<file path="config.mk">
export PLATFORM = sky130hd
export DESIGN_NAME = fb_rect_writer
export DESIGN_NICKNAME = d
export VERILOG_FILES = /design/src/rtl/fb_rect_writer.sv
export SDC_FILE = /design/constraint.sdc
export NUM_CORES = 1
export LEC_CHECK = 0
export ABC_AREA = 1
export CAP_MARGIN = 15
export CORE_ASPECT_RATIO = 0.9
export CORE_MARGIN = 10
export CORE_UTILIZATION = 60
export CTS_CLUSTER_DIAMETER = 30
export DETAILED_ROUTE_END_ITERATION = 10
export PLACE_DENSITY = 0.95
export SKIP_LAST_GASP = 1
export SLEW_MARGIN = 20
export SYNTH_ARGS = -nofsm -noshare
export SYNTH_HDL_FRONTEND = slang
export SYNTH_SLANG_ARGS = --single-unit
</file>
<file path="constraint.sdc">
create_clock -name clk -period 3.3 [get_ports clk]
set_clock_uncertainty 0.15 [all_clocks]
set_input_delay 0.495 -clock clk [delete_from_list [all_inputs] [get_ports clk]]
set_output_delay 0.495 -clock clk [all_outputs]
set_load 0.02 [all_outputs]
</file>
<file path="src/rtl/fb_rect_writer.sv">
// Rectangle-fill writer for the 640x480 12-bit frame buffer.
// Accepts one fill command at a time and streams clipped pixel writes in raster order.
module fb_rect_writer #(
    parameter int unsigned H_RES  = 640,
    parameter int unsigned V_RES  = 480,
    parameter int unsigned ADDR_W = 19
) (
    input  logic              clk,
    input  logic              rstn,
    input  logic              cmd_valid,
    output logic              cmd_ready,
    input  logic [9:0]        cmd_x,
    input  logic [8:0]        cmd_y,
    input  logic [9:0]        cmd_w,
    input  logic [8:0]        cmd_h,
    input  logic [11:0]       cmd_rgb,
    input  logic              wr_stall,
    output logic              wr_en,
    output logic [ADDR_W-1:0] wr_addr,
    output logic [11:0]       wr_data,
    output logic              busy,
    output logic              done
);

    localparam int unsigned XW  = 10;
    localparam int unsigned YW  = 9;
    localparam int unsigned XSW = XW + 1;
    localparam int unsigned YSW = YW + 1;
    localparam int unsigned CW  = 12;

    localparam logic [XSW-1:0]    H_LIM     = XSW'(H_RES);
    localparam logic [YSW-1:0]    V_LIM     = YSW'(V_RES);
    localparam logic [ADDR_W-1:0] ROW_PITCH = ADDR_W'(H_RES);

    typedef enum logic [1:0] {
        ST_IDLE = 2'd0,
        ST_DRAW = 2'd1,
        ST_DONE = 2'd2
    } state_t;

    state_t              r_state;
    state_t              w_state_nxt;

    logic [XW-1:0]       r_x0;
    logic [XW-1:0]       r_cur_x;
    logic [YW-1:0]       r_cur_y;
    logic [XW-1:0]       r_x_last;
    logic [YW-1:0]       r_y_last;
    logic [ADDR_W-1:0]   r_row_base;
    logic [CW-1:0]       r_rgb;

    logic [XSW-1:0]      w_x_sum;
    logic [YSW-1:0]      w_y_sum;
    logic [XSW-1:0]      w_x_end;
    logic [YSW-1:0]      w_y_end;
    logic [XW-1:0]       w_x_last;
    logic [YW-1:0]       w_y_last;
    logic [ADDR_W-1:0]   w_row_base_init;
    logic                w_null;
    logic                w_accept;
    logic                w_at_x_last;
    logic                w_at_y_last;

    // Clipped rectangle bounds and null detection, evaluated on the incoming command.
    always_comb begin
        w_x_sum         = XSW'(cmd_x) + XSW'(cmd_w);
        w_y_sum         = YSW'(cmd_y) + YSW'(cmd_h);
        w_x_end         = (w_x_sum > H_LIM) ? H_LIM : w_x_sum;
        w_y_end         = (w_y_sum > V_LIM) ? V_LIM : w_y_sum;
        w_x_last        = XW'(w_x_end - XSW'(1));
        w_y_last        = YW'(w_y_end - YSW'(1));
        w_row_base_init = ADDR_W'(cmd_y) * ROW_PITCH;
        w_null          = (cmd_w == '0) || (cmd_h == '0)
                       || (XSW'(cmd_x) >= H_LIM) || (YSW'(cmd_y) >= V_LIM);
    end

    assign w_accept    = (r_state == ST_IDLE) && cmd_valid;
    assign w_at_x_last = (r_cur_x == r_x_last);
    assign w_at_y_last = (r_cur_y == r_y_last);

    // State register.
    always_ff @(posedge clk or negedge rstn) begin
        if (!rstn) begin
            r_state <= ST_IDLE;
        end else begin
            r_state <= w_state_nxt;
        end
    end

    // Next-state and handshake/strobe decode; wr_en follows wr_stall within the cycle.
    always_comb begin
        w_state_nxt = r_state;
        cmd_ready   = 1'b0;
        busy        = 1'b0;
        done        = 1'b0;
        wr_en       = 1'b0;
        case (r_state)
            ST_IDLE: begin
                cmd_ready = 1'b1;
                if (cmd_valid) begin
                    w_state_nxt = w_null ? ST_DONE : ST_DRAW;
                end
            end
            ST_DRAW: begin
                busy  = 1'b1;
                wr_en = !wr_stall;
                if (!wr_stall && w_at_x_last && w_at_y_last) begin
                    w_state_nxt = ST_DONE;
                end
            end
            ST_DONE: begin
                busy        = 1'b1;
                done        = 1'b1;
                w_state_nxt = ST_IDLE;
            end
            default: begin
                w_state_nxt = ST_IDLE;
            end
        endcase
    end

    // Command latch at accept, then raster walk; row base advances by addition only.
    always_ff @(posedge clk or negedge rstn) begin
        if (!rstn) begin
            r_x0       <= '0;
            r_cur_x    <= '0;
            r_cur_y    <= '0;
            r_x_last   <= '0;
            r_y_last   <= '0;
            r_row_base <= '0;
            r_rgb      <= '0;
        end else if (w_accept) begin
            r_x0       <= cmd_x;
            r_cur_x    <= cmd_x;
            r_cur_y    <= cmd_y;
            r_x_last   <= w_x_last;
            r_y_last   <= w_y_last;
            r_row_base <= w_row_base_init;
            r_rgb      <= cmd_rgb;
        end else if ((r_state == ST_DRAW) && !wr_stall) begin
            if (w_at_x_last) begin
                if (!w_at_y_last) begin
                    r_cur_x    <= r_x0;
                    r_cur_y    <= r_cur_y + YW'(1);
                    r_row_base <= r_row_base + ROW_PITCH;
                end
            end else begin
                r_cur_x <= r_cur_x + XW'(1);
            end
        end
    end

    assign wr_addr = r_row_base + ADDR_W'(r_cur_x);
    assign wr_data = r_rgb;

endmodule

</file>
==> Implementation_results.wiki, run 1 <==
{| class="wikitable"
! Metric !! Value
|-
| Most Used Layer, Global Route || met2
|-
| Layout overhead on the synthesized area || 25.3%
|-
| Count of warnings emitted by yosys || 0
|-
| Fraction of layout cells with a size suffix above 1 || 11.8%
|-
| Path class of the lowest-slack min-delay path || in -> async
|-
| Final critical-path setup slack || 0.0951 ns
|-
| Power density cells || 517 nW/um2
|-
| Flip-flop and latch count after synthesis || 74
|-
| Overall Global Routing Usage || 23.1%
|-
| Sum of net half-perimeters after detailed placement || 12,500 um
|-
| Number of flops mapped to enable cells by yosys || 0
|-
| Number of standard cells in the layout, taps in and fillers out || 1,106
|-
| Worst Max-Slew Pin Slew || about 0.94 ns
|-
| Sequential element share of the synthesized area || 30.9%
|-
| Share of the clock period used by the worst path after layout || 97.1%
|-
| Bufs and invs on worst path || 4
|-
| Timing-limited maximum frequency || roughly 0.31 GHz
|-
| Number of instances in the synthesized netlist || roughly 860
|-
| Switching portion of total power || 39.7%
|-
| Final weighted congestion in routability-driven placement || slightly above 0.9
|-
| DRT antenna net count || 0
|-
| Post-Syn Area || 5980 um2
|-
| Count of cells along the worst register-to-register path || 11
|-
| Relative max-transition margin || a little under two fifths
|-
| Critical path data required time || between 3 and 4 ns
|-
| Crit path launch type || input port
|-
| Die span in x || 125 um
|-
| Number of buffers added on ports || 88
|-
| CTS Root Buffer Type || clkbuf_8
|-
| Count of unique library cells instantiated by Yosys || 49
|-
| Max clock buf depth || 2
|-
| Result of the run || finished clean
|-
| Critical Path Fanout Max || 5
|-
| Launching point of the worst reg2reg path || r_cur_x[0]$_DFFE_PN0P_
|-
| Height of the chip || 115 um
|-
| Total leakage power || 3.87 nW
|-
| Placement Rows || 34
|-
| First-pass GRT wire length || ~28,000 um
|-
| Cell taking the most area after synthesis || dfrtp_1
|-
| Total of hold buffers inserted after clock tree synthesis || 0
|-
| Via density || 5.71
|-
| Residual overflow from global routing || 0
|-
| Critical path data arrival time || 3.30 ns
|-
| Final critical-path required period || 3.20 ns
|-
| Final-report max-slew violation count || 0
|-
| Global routing met1 resource utilization || 29.9%
|-
| Main flop type after synthesis || dfrtp_1
|-
| Latest clock arrival within the worst-skew pair || ~0.35 ns
|-
| Cell with the largest stage delay on the worst path || fa_2
|-
| Diode insertion count for antenna repair || 0
|-
| End of the worst register-to-register path || r_row_base[12]$_DFFE_PN0P_
|-
| Setup CP Type || in -> reg
|-
| Number of DRC markers after the initial detailed-route iteration || 633
|-
| Crit path largest cell delay || 0.58 ns
|-
| Most common cell on crit path || nand3_1
|-
| Post-Syn Area per Cell || between 6 and 7 um2
|-
| Starting utilization of the core area || roughly 62%
|-
| Clock tree from TritonCTS || built
|-
| Post-CTS clock slew at the launch and capture registers of the worst setup and hold paths || 0.08 ns
|-
| Top cell type's share of synthesized area || 30.9%
|-
| Setup WS pre-CTS || -0.250 ns
|-
| Cells along the critical path || clkdlybuf4s50_1 > inv_1 > fa_2 > nand2_1 > nor2_2 > nand3_1 > nor2_2 > nand3_1 > nand2_1 > nand3_1 > nand2_2 > inv_1 > or2_1 > ha_2 > inv_2 > a21oi_4 > nand3_1 > nand2_1 > nand3_1 > nand2_1
|-
| Met3 Use GR || 5.84%
|-
| Flop pwr share || roughly 35%
|-
| Routed len/inst || around 16 um
|-
| Top post-synthesis cells by area || dfrtp_1 31%, nand2_1 14%, ha_1 9.2%
|-
| TritonCTS buffer count || 9
|-
| Number of antenna violations at the first check in global routing || 0
|-
| Post-layout nets || 1,076
|-
| Met2 track utilization from global routing || a little over a third
|-
| H-tree depth || 3
|-
| Routed WL || 17,300 um
|-
| Number of clock sinks || 74
|-
| # IOs || 89
|-
| Setup-violating endpoint count in the final report || 0
|-
| Final routed DRC violation total || 0
|-
| Relative contribution of the clock network to total power || 21.2%
|-
| RSZ-0062 raised after global routing || yes
|-
| Vias in the first global route || 5,975
|-
| Area enclosed by the die boundary || 14,400 um2
|-
| Crit end category || register
|-
| Vias post-DR || 6,314
|-
| Maximum number of pins on one net before global-route repair || 75
|-
| CORE AREA || slightly below 10,000 um2
|-
| Number of endpoints with negative hold slack in the final report || 0
|-
| Post-Syn Nets || 962
|-
| Detailed Routing Iterations Pass 1 || 6
|-
| Placed Cells incl. Taps || 1,088
|-
| NetSw || 1.54 mW
|-
| Internal power || 2.34 mW
|-
| Worst R2R Setup Slack || ~0.43 ns
|-
| Number of max-capacitance violations reported || 0
|-
| Asr flop ratio synth || 100%
|-
| Fraction of power consumed by combinational cells || 44.4%
|-
| VDD IR max || a little over 300 uV
|-
| Worst path top cell family by delay || simple AND/OR/NAND/NOR gates
|}
==> stage by stage <==
stage / total power [mW] / hold slack [ns] / TNS [ns] / utilization (%) / area, um2
2_1_floorplan: 2.37 / 0.0494 / 0 / - / 5980
3_3_place_gp: 2.92 / 0.310 / -0.683 / 74.2 / 7200
3_5_place_dp: 2.99 / 0.315 / -1.72 / 74.2 / 7200
4_1_cts: 3.83 / 0.175 / -0.114 / 76.6 / 7430
5_1_grt: 4.13 / 0.207 / -0.210 / 77.3 / 7500
6_report: 3.87 / 0.138 / 0 / 77.3 / 7500
==> flip-flops by register name, summed over array words and instances (netlist names) <==
name and count:
r_cur_y 9, r_y_last 9, r_x0 10, r_row_base 12
r_x_last 10, r_cur_x 10, r_state 2, wr_data 12
==> power groups by stage <==
stage	clock network (mW)	logic, mW	registers, mW
global route	0.863	1.91	1.36
global placement	0	1.59	1.32
finish	0.821	1.72	1.34
floorplan	0	1.06	1.31
detailed placement	0	1.66	1.33
CTS	0.816	1.69	1.33
==> area by class of cell <==
class                      count  area, um2
sequential                    74       1850
tap                          126        158
fill                         668       2200
clock inverter                 4       73.8
timing repair buffer         134       1230
inverter                     107        402
clock buffer                  12        155
multi-input combinational    649       3630
==> worst max-delay path by stage <==
stage	startpoint	end	slack, ns	cells past startpoint
6_report	cmd_x[1]	r_x_last[8]$_DFFE_PN0P_	0.1	20
3_5_place_dp	cmd_y[0]	r_y_last[6]$_DFFE_PN0P_	-0.25	21
5_1_grt	cmd_x[2]	r_x_last[8]$_DFFE_PN0P_	-0.11	22
4_1_cts	r_cur_x[8]$_DFFE_PN0P_	wr_addr[17]	-0.11	10
2_1_floorplan	cmd_x[0]	r_x_last[8]$_DFFE_PN0P_	0.29	21
3_3_place_gp	cmd_y[0]	r_y_last[6]$_DFFE_PN0P_	-0.13	21
==> cells in the final DEF, fill, tap and decap left out, types with 9 or more instances in the layout <==
cell             netlist  routed
clkbuf_8               0      11
o21ai_0               54      54
ha_1                  44      40
nand2_1              224     222
dfrtp_1               74      74
a31oi_1               19      19
nand3_1               58      57
xor2_1                24      24
inv_1                 98      96
buf_4                  3      47
a21oi_1               36      35
inv_2                  7      10
nand4_1               12      12
nand2_2               13      14
xnor2_1                9       9
clkdlybuf4s50_1        0      77
nor2_1                86      83
==> synth_stat cells, types with 7 or more instances <==
cell / count
o21ai_0: 54
inv_1: 98
inv_2: 7
nor4_1: 8
nor3_1: 7
nand3_1: 58
a31oi_1: 19
nor2_1: 86
dfrtp_1: 74
nand4_1: 12
clkbuf_1: 21
nand2_2: 13
a21oi_1: 36
nand2_1: 224
xnor2_1: 9
xor2_1: 24
ha_1: 44
==> timing repair <==
action / 4_1_cts / 5_1_grt
endpoints found under the setup margin: 6 / 16
resized for setup: 5 / 23
pin swaps: 0 / 7
setup buffers: 0 / 2
==> per-layer routing <==
metal  part of all wire, %  wire length, um
met1                    43             7370
met2                    45             7710
met3                   8.9             1530
met4                   3.9              680
met5                     0                0
==> worst register-to-register path: cells and delay by family (launching register included) <==
family / cells / cell delay [ns]
AOI/OAI and AO/OA: 2 / 0.35
buffers and inverters: 3 / 0.68
DFF: 1 / 0.43
and+or+nand+nor: 6 / 1.21
==> kinds of logic (layout without fill, tap and decap cells) <==
group / after synthesis / in the layout / share of synthesized area (%)
DFF: 74 / 74 / 30.9
and+or+nand+nor: 429 / 429 / 31.0
AOI/OAI and AO/OA: 139 / 139 / 13.4
adders and majority gates: 47 / 47 / 10.2
xor gates and xnor gates: 34 / 34 / 5.10
buffers and inverters: 138 / 257 / 9.28
(Power assumes the default switching activity.)
==> run 2, diff against run 1 <==
Settings changed: CTS_CLUSTER_SIZE set to 40.
==> results of run 2 <==
Same layout as run 1: the final DEF is identical, and so are final timing and power.
==> run 3, diff against run 2 <==
Settings changed: HOLD_SLACK_MARGIN set to 0.15, PLACE_DENSITY 0.95 to 0.83.
Clock period 3.3 ns to 4.1 ns, I/O delays scaled along.
==> run 3 against run 2 <==
  * Sequential power fell by 21%
  * Critical path depth fell by 10
  * Sequential cell count did not move
  * Highest routed layer unchanged
==> Implementation_results.wiki, run 3 (synthesis results as in run 1) <==
{| class="wikitable"
! Metric !! Value
|-
| Final weighted congestion in routability-driven placement || 0.938 (+0.63%)
|-
| Routed len/inst || 15.0 um (-3.8%)
|-
| Total of hold buffers inserted after clock tree synthesis || 0 (unchanged)
|-
| Fraction of layout cells with a size suffix above 1 || 6.70% (-5.1 points)
|-
| Crit path launch type || register
|-
| Post-layout utilization of the core || 73.5% (-3.8 points)
|-
| Most common cell after layout, fill and taps aside || nand2_1
|-
| Total leakage power || 3.60 nW (-7.0%)
|-
| CTS Root Buffer Type || clkbuf_8
|-
| Die span in x || 125 um (unchanged)
|-
| Critical path data arrival time || 2.87 ns (-0.43 ns)
|-
| Worst Max-Slew Pin Slew || 0.946 ns (+0.00360 ns)
|-
| Final-report max-slew violation count || 0 (unchanged)
|-
| Number of max-capacitance violations reported || 0 (unchanged)
|-
| CORE AREA || 9700 um2 (unchanged)
|-
| Non-Filler Cell Area, Final || 7130 um2 (-4.9%)
|-
| Placed instance area || 6920 um2 (-3.9%)
|-
| Placement Rows || 34 (unchanged)
|-
| Overall Global Routing Usage || 21.6% (-1.5 points)
|-
| Maximum number of pins on one net before global-route repair || 75 (unchanged)
|-
| Latest clock arrival within the worst-skew pair || 0.36 ns (about the same)
|-
| Number of antenna violations at the first check in global routing || 0 (unchanged)
|-
| Setup WS pre-CTS || 0.186 ns (+0.436 ns)
|-
| Count of fill cells added during filler insertion || 783 (+17%)
|-
| Setup-violating endpoint count in the final report || 0 (unchanged)
|-
| Commonest non-fill, non-tap cells in the layout || 223 x nand2_1, 98 x inv_1, 87 x clkdlybuf4s50_1
|-
| Detailed Routing Iterations Pass 1 || 5 (-1)
|-
| Power density cells || 415 nW/um2 (-20%)
|-
| Crit path largest cell delay || 0.62 ns (+0.04 ns)
|-
| Number of DRC markers after the initial detailed-route iteration || 482 (-24%)
|-
| CTS resizes || 0 (-5)
|-
| Share of the clock period used by the worst path after layout || 88.7%
|-
| TritonCTS buffer count || 9 (unchanged)
|-
| Number of buffers added on ports || 88 (unchanged)
|-
| Critical Path Fanout Max || 6 (+1)
|-
| Path class of the lowest-slack min-delay path || in -> async
|-
| RSZ-0062 raised after global routing || no
|-
| Post-CTS Repair Setup Buffers || 0 (unchanged)
|-
| Clock tree from TritonCTS || built
|-
| Final critical-path setup slack || 0.464 ns (+0.369 ns)
|-
| Area enclosed by the die boundary || 14,400 um2 (unchanged)
|-
| First-pass GRT wire length || 26,600 um (-6.3%)
|-
| Layout overhead on the synthesized area || 19.2%
|-
| Post-layout nets || 1,037 (-3.6%)
|-
| Crit end category || output port
|-
| DRT antenna net count || 0 (unchanged)
|-
| Setup CP Type || reg -> out
|-
| Cells along the critical path || ha_1 > a21oi_1 > inv_1 > a21oi_1 > nor2_1 > nand2_1 > nor2_1 > nand2_1 > xor2_1 > clkdlybuf4s50_1
|-
| Sum of internal, switching and leakage power || 2.96 mW (-24%)
|-
| Final critical-path required period || 3.64 ns
|-
| Residual overflow from global routing || 0 (unchanged)
|-
| Number of endpoints with negative hold slack in the final report || 0 (unchanged)
|-
| Setup TNS || 0 ns (unchanged)
|-
| Vias post-DR || 5,934 (-6.0%)
|-
| H-tree depth || 3 (unchanged)
|-
| Starting utilization of the core area || 61.7% (unchanged)
|-
| Final routed DRC violation total || 0 (unchanged)
|-
| Height of the chip || 115 um (unchanged)
|-
| Cell with the largest stage delay on the worst path || clkdlybuf4s50_1
|-
| Critical path data required time || 3.34 ns (-0.05 ns)
|-
| Relative max-transition margin || 37.0% (-0.24 points)
|-
| Vias in the first global route || 5,802 (-2.9%)
|-
| VDD IR max || 355 uV (+16%)
|-
| Post-CTS clock slew at the launch and capture registers of the worst setup and hold paths || 0.10 ns (+0.02 ns)
|-
| Result of the run || finished clean
|-
| # IOs || 89 (unchanged)
|-
| Sum of net half-perimeters after detailed placement || 12,400 um (-0.82%)
|-
| Number of clock sinks || 74 (unchanged)
|-
| Max clock buf depth || 2 (unchanged)
|-
| Via density || 5.56 (-2.6%)
|-
| Diode insertion count for antenna repair || 0 (unchanged)
|-
| Routed WL || 16,100 um (-7.2%)
|-
| Timing-limited maximum frequency || 0.275 GHz
|}
[run 3: changes by cell type in the layout (fill, tap and decap cells not counted), sizes merged]
cell and delta:
bufinv -1, clkinv -2, clkbuf -4, inv +4, clkinvlp +2, dlymetal6s2s -7, dlygate4sd2 -2, clkdlybuf4s50 +10
buf -39
[run 3: worst paths after layout]
check	start	endpoint	slack, ns	depth (start not counted)
worst max-delay path	r_cur_x[8]$_DFFE_PN0P_	wr_addr[17]	0.46	10
worst min-delay path	rstn	r_cur_y[2]$_DFFE_PN0P_	0.24	1
worst max register to register	r_cur_x[0]$_DFFE_PN0P_	r_row_base[12]$_DFFE_PN0P_	0.99	11
worst min register to register	wr_data[6]$_DFFE_PN0P_	wr_data[6]$_DFFE_PN0P_	0.33	2
max in group asynchronous	rstn	wr_data[11]$_DFFE_PN0P_	2.94	1
min in group clk	wr_data[6]$_DFFE_PN0P_	wr_data[6]$_DFFE_PN0P_	0.33	2
[run 3: power breakdown]
| group | switching [mW] | internal, mW |
|---|---|---|
| sequential | 0.162 | 0.897 |
| combinational | 0.731 | 0.555 |
| clock | 0.317 | 0.294 |
[run 3: final cells by class]
| type | instances | area [um2] | share of cell area [%] |
|---|---|---|---|
| inverters | 107 | 402 | 5.63 |
| flip-flops and latches | 74 | 1850 | 26.0 |
| well taps | 126 | 158 | 2.21 |
| multi-input cells | 649 | 3580 | 50.2 |
| clock buffers | 9 | 124 | 1.74 |
| repair buffers | 95 | 931 | 13.1 |
| clock inverters | 7 | 85.1 | 1.19 |
[run 3: critical path, delay by kind of cell (launching register included)]
family | cells | cell delay (ns)
compound gates | 2 | 0.44
xor+xnor | 1 | 0.16
flops | 1 | 0.47
simple gates | 4 | 0.41
buf+inv | 2 | 0.68
fa+ha+maj | 1 | 0.36
[run 3: metal layers]
metal / part of all wire, % / wire length (um) / track usage (%)
met3: 7.5 / 1200 / 4.46
met1: 46 / 7310 / 27.7
met2: 45 / 7240 / 35.7
met4: 1.9 / 303 / 7.98
met5: 0 / 0 / 0
[run 3: stage by stage]
step / std cells / hold slack [ns]
floorplan: 861 / 0.169
global placement: 1051 / 0.311
detailed placement: 1051 / 0.315
CTS: 1067 / 0.285
global route: 1067 / 0.320
finish: 1067 / 0.238
